--- config.mk ---
export PLATFORM = sky130hd
export DESIGN_NAME = riscv_core_mul_ctrl
export DESIGN_NICKNAME = d
export VERILOG_FILES = /design/src/rtl/riscv_core_mul_ctrl.sv
export SDC_FILE = /design/constraint.sdc
export NUM_CORES = 1
export LEC_CHECK = 0
export BUFFER_PORTS_ARGS = -buffer_cell sky130_fd_sc_hd__clkbuf_2
export CAP_MARGIN = 10
export CELL_PAD_IN_SITES_DETAIL_PLACEMENT = 1
export CELL_PAD_IN_SITES_GLOBAL_PLACEMENT = 1
export CORE_MARGIN = 2
export CORE_UTILIZATION = 40
export DETAILED_ROUTE_END_ITERATION = 16
export PLACE_DENSITY_LB_ADDON = 0.1
export REMOVE_ABC_BUFFERS = 1
export SETUP_SLACK_MARGIN = 0.4
export SLEW_MARGIN = 20
export SYNTH_ARGS = -nofsm -noshare
export SYNTH_HDL_FRONTEND = slang
export SYNTH_SLANG_ARGS = --single-unit
export TNS_END_PERCENT = 20
--- constraint.sdc ---
create_clock -name i_clk -period 4.7 [get_ports i_clk]
set_input_delay 0.235 -clock i_clk [delete_from_list [all_inputs] [get_ports i_clk]]
set_output_delay 0.235 -clock i_clk [all_outputs]
set_load 0.05 [all_outputs]
--- src/rtl/riscv_core_mul_ctrl.sv ---
// Sequencing controller for the RV64 M-extension multiply path: accepts one request,
// hands unsigned magnitudes to a fixed-latency array and holds sign flags for correction.
module riscv_core_mul_ctrl #(
  parameter int XLEN        = 64,
  parameter int MUL_LATENCY = 2   // legal range 1..15
) (
  input  logic            i_clk,
  input  logic            i_rst_n,
  input  logic            i_mul_valid,
  output logic            o_mul_ready,
  input  logic [XLEN-1:0] i_mul_srcA,
  input  logic [XLEN-1:0] i_mul_srcB,
  input  logic [1:0]      i_mul_control,
  input  logic            i_mul_isword,
  input  logic            i_mul_flush,
  output logic            o_mul_start,
  output logic [XLEN-1:0] o_mul_opA,
  output logic [XLEN-1:0] o_mul_opB,
  output logic            o_mul_srcA_Dsign,
  output logic            o_mul_srcB_Dsign,
  output logic            o_mul_srcA_Wsign,
  output logic            o_mul_srcB_Wsign,
  output logic [1:0]      o_mul_control,
  output logic            o_mul_isword,
  output logic            o_mul_result_valid,
  input  logic            i_mul_result_ready,
  output logic            o_mul_busy
);

  localparam int HALF = XLEN / 2;

  typedef enum logic [1:0] {
    S_IDLE,
    S_EXEC,
    S_DONE
  } state_e;

  typedef struct packed {
    logic [XLEN-1:0] op_a;
    logic [XLEN-1:0] op_b;
    logic            a_dsign;
    logic            b_dsign;
    logic            a_wsign;
    logic            b_wsign;
    logic [1:0]      control;
    logic            isword;
  } op_t;

  state_e     state_q, state_d;
  logic [3:0] cnt_q, cnt_d;
  logic       start_q, start_d;
  op_t        op_q, op_d, op_new;
  logic       accept;
  logic       load;

  // Two's-complement magnitude; the most negative value maps to 2^(w-1) unsigned.
  function automatic logic [XLEN-1:0] mag_d(input logic [XLEN-1:0] x);
    return x[XLEN-1] ? (~x + XLEN'(1)) : x;
  endfunction

  function automatic logic [HALF-1:0] mag_w(input logic [HALF-1:0] x);
    return x[HALF-1] ? (~x + HALF'(1)) : x;
  endfunction

  // Operand conditioning for the incoming request.
  always_comb begin
    // NOTE: every combinational output gets a default first so no path infers a latch.
    op_new         = '0;
    op_new.op_a    = i_mul_srcA;
    op_new.op_b    = i_mul_srcB;
    op_new.control = i_mul_control;
    op_new.isword  = i_mul_isword;
    if (i_mul_isword) begin
      op_new.op_a = {{HALF{1'b0}}, i_mul_srcA[HALF-1:0]};
      op_new.op_b = {{HALF{1'b0}}, i_mul_srcB[HALF-1:0]};
      if (i_mul_control == 2'b00) begin
        op_new.op_a    = {{HALF{1'b0}}, mag_w(i_mul_srcA[HALF-1:0])};
        op_new.op_b    = {{HALF{1'b0}}, mag_w(i_mul_srcB[HALF-1:0])};
        op_new.a_wsign = i_mul_srcA[HALF-1];
        op_new.b_wsign = i_mul_srcB[HALF-1];
      end
    end else begin
      unique case (i_mul_control)
        2'b00, 2'b01: begin
          op_new.op_a    = mag_d(i_mul_srcA);
          op_new.op_b    = mag_d(i_mul_srcB);
          op_new.a_dsign = i_mul_srcA[XLEN-1];
          op_new.b_dsign = i_mul_srcB[XLEN-1];
        end
        2'b10: begin
          op_new.op_a    = mag_d(i_mul_srcA);
          op_new.a_dsign = i_mul_srcA[XLEN-1];
        end
        default: ;
      endcase
    end
  end

  assign o_mul_ready = (state_q == S_IDLE) ||
                       ((state_q == S_DONE) && i_mul_result_ready);
  assign accept      = i_mul_valid && o_mul_ready && !i_mul_flush;

  always_comb begin
    state_d = state_q;
    cnt_d   = cnt_q;
    start_d = 1'b0;
    load    = 1'b0;
    unique case (state_q)
      S_IDLE: begin
        if (accept) load = 1'b1;
      end
      S_EXEC: begin
        cnt_d = cnt_q - 4'd1;
        if (cnt_q == 4'd1) state_d = S_DONE;
      end
      S_DONE: begin
        if (i_mul_result_ready) begin
          if (accept) load = 1'b1;
          else        state_d = S_IDLE;
        end
      end
      default: state_d = S_IDLE;
    endcase
    if (load) begin
      state_d = S_EXEC;
      cnt_d   = 4'(MUL_LATENCY);
      start_d = 1'b1;
    end
    // Flush outranks both a new accept and the result handshake.
    if (i_mul_flush) begin
      state_d = S_IDLE;
      cnt_d   = 4'd0;
      start_d = 1'b0;
    end
  end

  // Operand/flag registers move only on accept, so they stay stable through DONE.
  assign op_d = load ? op_new : op_q;

  always_ff @(posedge i_clk or negedge i_rst_n) begin
    if (!i_rst_n) begin
      state_q <= S_IDLE;
      cnt_q   <= 4'd0;
      start_q <= 1'b0;
      op_q    <= '0;
    end else begin
      // NOTE: sequential state uses non-blocking assignments so all flops update together.
      state_q <= state_d;
      cnt_q   <= cnt_d;
      start_q <= start_d;
      op_q    <= op_d;
    end
  end

  assign o_mul_start        = start_q;
  assign o_mul_opA          = op_q.op_a;
  assign o_mul_opB          = op_q.op_b;
  assign o_mul_srcA_Dsign   = op_q.a_dsign;
  assign o_mul_srcB_Dsign   = op_q.b_dsign;
  assign o_mul_srcA_Wsign   = op_q.a_wsign;
  assign o_mul_srcB_Wsign   = op_q.b_wsign;
  assign o_mul_control      = op_q.control;
  assign o_mul_isword       = op_q.isword;
  assign o_mul_result_valid = (state_q == S_DONE);
  assign o_mul_busy         = (state_q != S_IDLE);

endmodule

==> results of run 1 <==
==> worst paths after layout <==
kind	start	end	slack [ps]	depth (start not counted)
hold / removal	i_mul_flush	cnt_q[3]	100	2
max in group asynchronous	i_rst_n	o_mul_opA[1]	3080	3
setup / recovery	state_q[1]	o_mul_opA[57]	1540	6
hold reg to reg	o_mul_control[1]	o_mul_control[1]	480	2
setup reg to reg	state_q[1]	o_mul_opA[57]	1540	6
min in group asynchronous	i_rst_n	o_mul_opB[14]	510	2
==> sequential cells by signal, indices dropped and copies added, names as in the netlist, 2 cells and up <==
register       cells
cnt_q              4
o_mul_control      2
o_mul_opA         64
o_mul_opB         64
state_q            2
==> cells by family (layout without fill, tap and decap cells) <==
| group | after synthesis | in the layout | share of synthesized area |
|---|---|---|---|
| flops | 142 | 142 | 0.4267 |
| compound gates | 255 | 255 | 0.1809 |
| xor+xnor | 114 | 114 | 0.1199 |
| buf+inv | 66 | 335 | 0.03020 |
| fa+ha+maj | 6 | 6 | 0.009016 |
| simple gates | 381 | 381 | 0.2308 |
| mux | 2 | 2 | 0.002404 |
==> cells in the mapped netlist, drive strengths merged (3+ instances only) <==
cell    count  area, µm²
nand2     162      608.1
dfrtp     142       3553
o21ai     127      635.6
xnor2      74      648.1
nor2       69      259.0
clkbuf     45      168.9
a21oi      42      210.2
xor2       40      350.3
nor3       36      185.2
o31ai      27      202.7
a31oi      26      162.7
nor4       25      220.2
or3        19      126.4
or4        18      150.1
inv        16      60.06
o41ai      11      115.1
nand3       9      45.04
nand4       9      71.32
ha          6      75.07
nand2b      6      37.54
a41oi       4      35.03
buf         4      18.77
or2         4      25.02
a21o        3      22.52
and2        3      18.77
nand4b      3      26.28
nor2b       3      18.77
nor3b       3      22.52
o211ai      3      22.52
==> layer usage <==
layer | track usage | vias to the layer above | share of wire
met1 | 0.3363 | 4018 | 0.44
li1 | - | 3946 | -
met4 | 0.06476 | 0 | 0.016
met3 | 0.04448 | 30 | 0.048
met2 | 0.4282 | 208 | 0.50
met5 | 0 | - | 0
==> through the flow <==
stage / TNS [ps] / setup slack [ps]
after floorplan: -104080 / -1966
after global placement: 0 / 1530
after detailed placement: 0 / 1527
after CTS: 0 / 1492
after global routing: 0 / 1109
final: 0 / 1542
==> cell type report <==
type / count / area [µm²] / area share
clock buffers: 21 / 470.5 / 0.04462
inverters: 17 / 63.81 / 0.006053
well taps: 270 / 337.8 / 0.03204
multi-input cells: 758 / 4532 / 0.4299
clock inverters: 11 / 115.1 / 0.01092
repair buffers: 286 / 1470 / 0.1394
flip-flops and latches: 142 / 3553 / 0.3371
==> power by group through the flow <==
stage	Combinational [mW]	Sequential, mW	Clock (mW)
6_report	1.78	1.63	1.36
3_5_place_dp	1.79	1.65	0
3_3_place_gp	1.76	1.64	0
5_1_grt	1.90	1.66	1.45
4_1_cts	1.80	1.63	1.39
2_1_floorplan	0.396	2.49	0
==> repair_timing <==
item / 4_1_cts / 5_1_grt
setup endpoints to repair: 0 / 0
hold buffers: 1 / 0
hold endpoints to repair: 13 / 0
==> metrics.yaml, run 1 <==
status: "complete, no violations"
wirelength_um: 27610
cts_tree: "done"
nNetsFinal: 1364
max_cap_viol_count: 0
cts_resized: 0
layout_commonest_cell: "clkbuf_2"
rsz0062_at_grt: "no"
finalPower_mw: 4.762
netlist_area_um2: 8327
areaGrowthSynthToFinish_pct: 26.61
min_period_over_period: 0.6719
antenna_found_initial: 0
path_cells: "nor2b_1 -> or4b_4 -> clkinv_1 -> nand2b_2 -> nor2_1 -> a221o_1"
layout_common_cells: "273 x clkbuf_2, 162 x nand2_1, 142 x dfrtp_1"
slowest_delay_ps: 950
critPathCaptureType: "flop"
grt_pass1_wl_um: 44540
ys_seq_area_frac: 0.4267
dp.cells: 1472
p_leak_nw: 4.825
crit_arrival_ps: 3460
ios: 275
antenna_left: 0
design.die.area_um2: 21990
async_flop_share: 1.000
layout-drive-gt1-share: 0.2777
combPwrFrac: 0.374
row_count: 52
drv_slew: 0
cpLargestDelayFamily: "simple AND/OR/NAND/NOR gates"
syn_area_per_cell_um2: 8.620
p_sw_mw: 2.067
skew_ps: 10.35
place.port_buffers: 274
worst-path-buf-inv: 1
final.min_clock_period_ps: 3158
hold_class: "in2reg"
max_slew_margin: 0.3014
synth_ff_type: "dfrtp_1"
grt_pass1_vias: 8425
die_x_um: 148.3
firstDrtPassIters: 4
yosysWarnings: 0
fillers: 2556
clock_latency_ps: 430
dieHeight_um: 148.3
start_kind: "flop"
ys_ff_latch: 142
postCtsSetupRepairBufs: 0
p_sw_frac: 0.4341
ctsHtreeMaxLevel: 4
design_area_um2: 10540
crit_path_max_fanout: 55
wire_per_inst_um: 18.35
vias_per_cell: 5.450
power.density_nw_per_um2: 451.7
instances_no_fill: 1505
synth_cells: 966
criticalPathCategory: "reg2reg"
p_clk_frac: 0.285
gp_congestion: 0.8162
synth_edf_count: 0
cp_data_required_time_ps: 5000
cts_root_buf: "clkbuf_16"
hold_violations: 0
p_int_mw: 2.695
whs_ps: 97.41
utilization: 0.5177
max_freq_ghz: 0.3166
cts_sinks: 142
clkTransAtPathRegs_ps: 60
remaining_drc_errors: 0
grt_max_degree: 105
grt-ovfl-total: 0
setup-violations-final: 0
hpwl_um: 20330
clockBufferDepth: 2
diodes: 0
core_um2: 20360
crit_slowest_cell: "nand2b_2"
drt_iter0_markers: 274
seqPwrFrac: 0.341
cts_made_buffers: 17
peakVddDrop_v: 0.0002038
placed_cell_area_um2: 9947
worstMarginPinSlew_ps: 1048
initial_utilization: 0.4089
grt_usage: 0.2527
via_count: 8202
yosysUniqueCellTypes: 58
Note: power is estimated with default switching activity, not from simulation.
==> run 2: changes to the inputs <==
- CORE_UTILIZATION: 40 -> 34
- clock period: 4.7 -> 2.8 ns (I/O delays scaled with it)
==> run 2 against run 1 <==
Compared with the run above:
- combinational power is 69% higher
- critical path depth is 2 lower
- clock power is 66% higher
- wire length is 2.6% higher
- fmax is 39% higher
- final area is 2.8% higher
- sequential cell count stayed put
- global-route usage is 3.1 points lower
- count of clock-buffer cells in the layout is 3 lower
- cell count is 5.4% higher
- die area is 17% higher
- utilization is 6.9 points lower
- highest routed layer unchanged
==> metrics.yaml, run 2 (synthesized netlist as in run 1, its figures left out) <==
rsz0062_at_grt: "no"
hold_violations: 0
gp_congestion: 0.7766
grt_pass1_wl_um: 45580
antenna_left: 0
drv_slew: 0
place_ws_ps: 316.6
crit_path_max_fanout: 199
row_count: 57
cp_data_required_time_ps: 3120
final.setup.worst_slack_ps: 520.8
cpLargestDelayFamily: "simple AND/OR/NAND/NOR gates"
dieHeight_um: 160.5
finalPower_mw: 7.980
utilization: 0.4483
p_leak_nw: 4.967
drt_iter0_markers: 351
wire_per_inst_um: 17.86
crit_slowest_cell: "or4b_4"
grt_max_degree: 200
layout_common_cells: "273 x clkbuf_2, 162 x nand2_1, 142 x dfrtp_1"
worst-path-buf-inv: 1
wirelength_um: 28330
crit_arrival_ps: 2600
setup-violations-final: 0
skew_ps: 15.57
criticalPathCategory: "reg2reg"
design.die.area_um2: 25760
remaining_drc_errors: 0
nNetsFinal: 1391
die_x_um: 160.5
layout-drive-gt1-share: 0.2908
whs_ps: 12.24
cts_sinks: 142
hold_class: "in2reg"
max_slew_margin: 0.4302
peakVddDrop_v: 0.0003601
final.min_clock_period_ps: 2279
grt_pass1_vias: 8376
clockBufferDepth: 2
status: "complete, no violations"
clock_latency_ps: 440
place.port_buffers: 274
areaGrowthSynthToFinish_pct: 30.16
design_area_um2: 10840
initial_utilization: 0.3444
cts_root_buf: "clkbuf_16"
start_kind: "flop"
vias_per_cell: 5.120
cts_made_buffers: 17
cts_tree: "done"
hpwl_um: 20820
setup-tns-final_ps: 0
ios: 275
path_cells: "nor2b_1 -> or4b_4 -> buf_12 -> a221o_1"
diodes: 0
power.density_nw_per_um2: 736.3
slowest_delay_ps: 610
worstMarginPinSlew_ps: 854.7
placed_cell_area_um2: 10210
instances_no_fill: 1586
ctsHtreeMaxLevel: 4
min_period_over_period: 0.8140
core_um2: 24180
max_cap_viol_count: 0
critPathCaptureType: "flop"
antenna_found_initial: 0
via_count: 8121
max_freq_ghz: 0.4387
dp.cells: 1549
clkTransAtPathRegs_ps: 70
layout_commonest_cell: "clkbuf_2"
grt_usage: 0.2221
grt-ovfl-total: 0
firstDrtPassIters: 4
==> run 2: timing repair <==
item / 4_1_cts / 5_1_grt
buffers inserted: 0 / 0
resized for setup: 0 / 1
endpoints found under the hold margin: 63 / 0
hold buffers: 5 / 0
setup endpoints to repair: 0 / 1
==> run 2: tightest hold or removal path, delay by kind of cell <==
kind | cells | cell delay [ps]
AOI/OAI and AO/OA | 1 | 60
buffers and inverters | 1 | 90
xor gates and xnor gates | 1 | 100
==> run 2: layer usage <==
layer	up-vias	wire length, µm	track usage	part of all wire
li1	4003	-	-	-
met1	3919	12800	0.2940	0.45
met2	174	13730	0.3699	0.48
met3	25	1375	0.04545	0.049
met4	0	416	0.06143	0.015
met5	-	0	0	0
==> run 2: area by class of cell <==
| type | instances | area [µm²] |
|---|---|---|
| clock buffer | 18 | 439.2 |
| timing repair buffer | 313 | 1708 |
| inverter | 17 | 63.81 |
| fill | 2972 | 13340 |
| tap | 324 | 405.4 |
| sequential | 142 | 3553 |
| clock inverter | 14 | 131.4 |
| multi-input combinational | 758 | 4537 |
==> run 2: final timing paths <==
check,start,end,slack (ps),cells past startpoint
hold / removal,i_mul_srcB[58],o_mul_opB[58],10,3
min in group asynchronous,i_rst_n,o_mul_opB[14],270,2
max in group asynchronous,i_rst_n,o_mul_opA[63],1790,3
setup reg to reg,state_q[1],o_mul_opA[57],520,4
hold reg to reg,o_mul_isword,o_mul_isword,470,2
setup / recovery,state_q[1],o_mul_opA[57],520,4
==> run 2: power by group <==
group	total [mW]	switching [mW]	internal, mW	leakage, nW
Clock	2.26	0.997	1.26	0.270
Combinational	3.00	2.30	0.696	2.88
Sequential	2.73	0.258	2.47	1.81
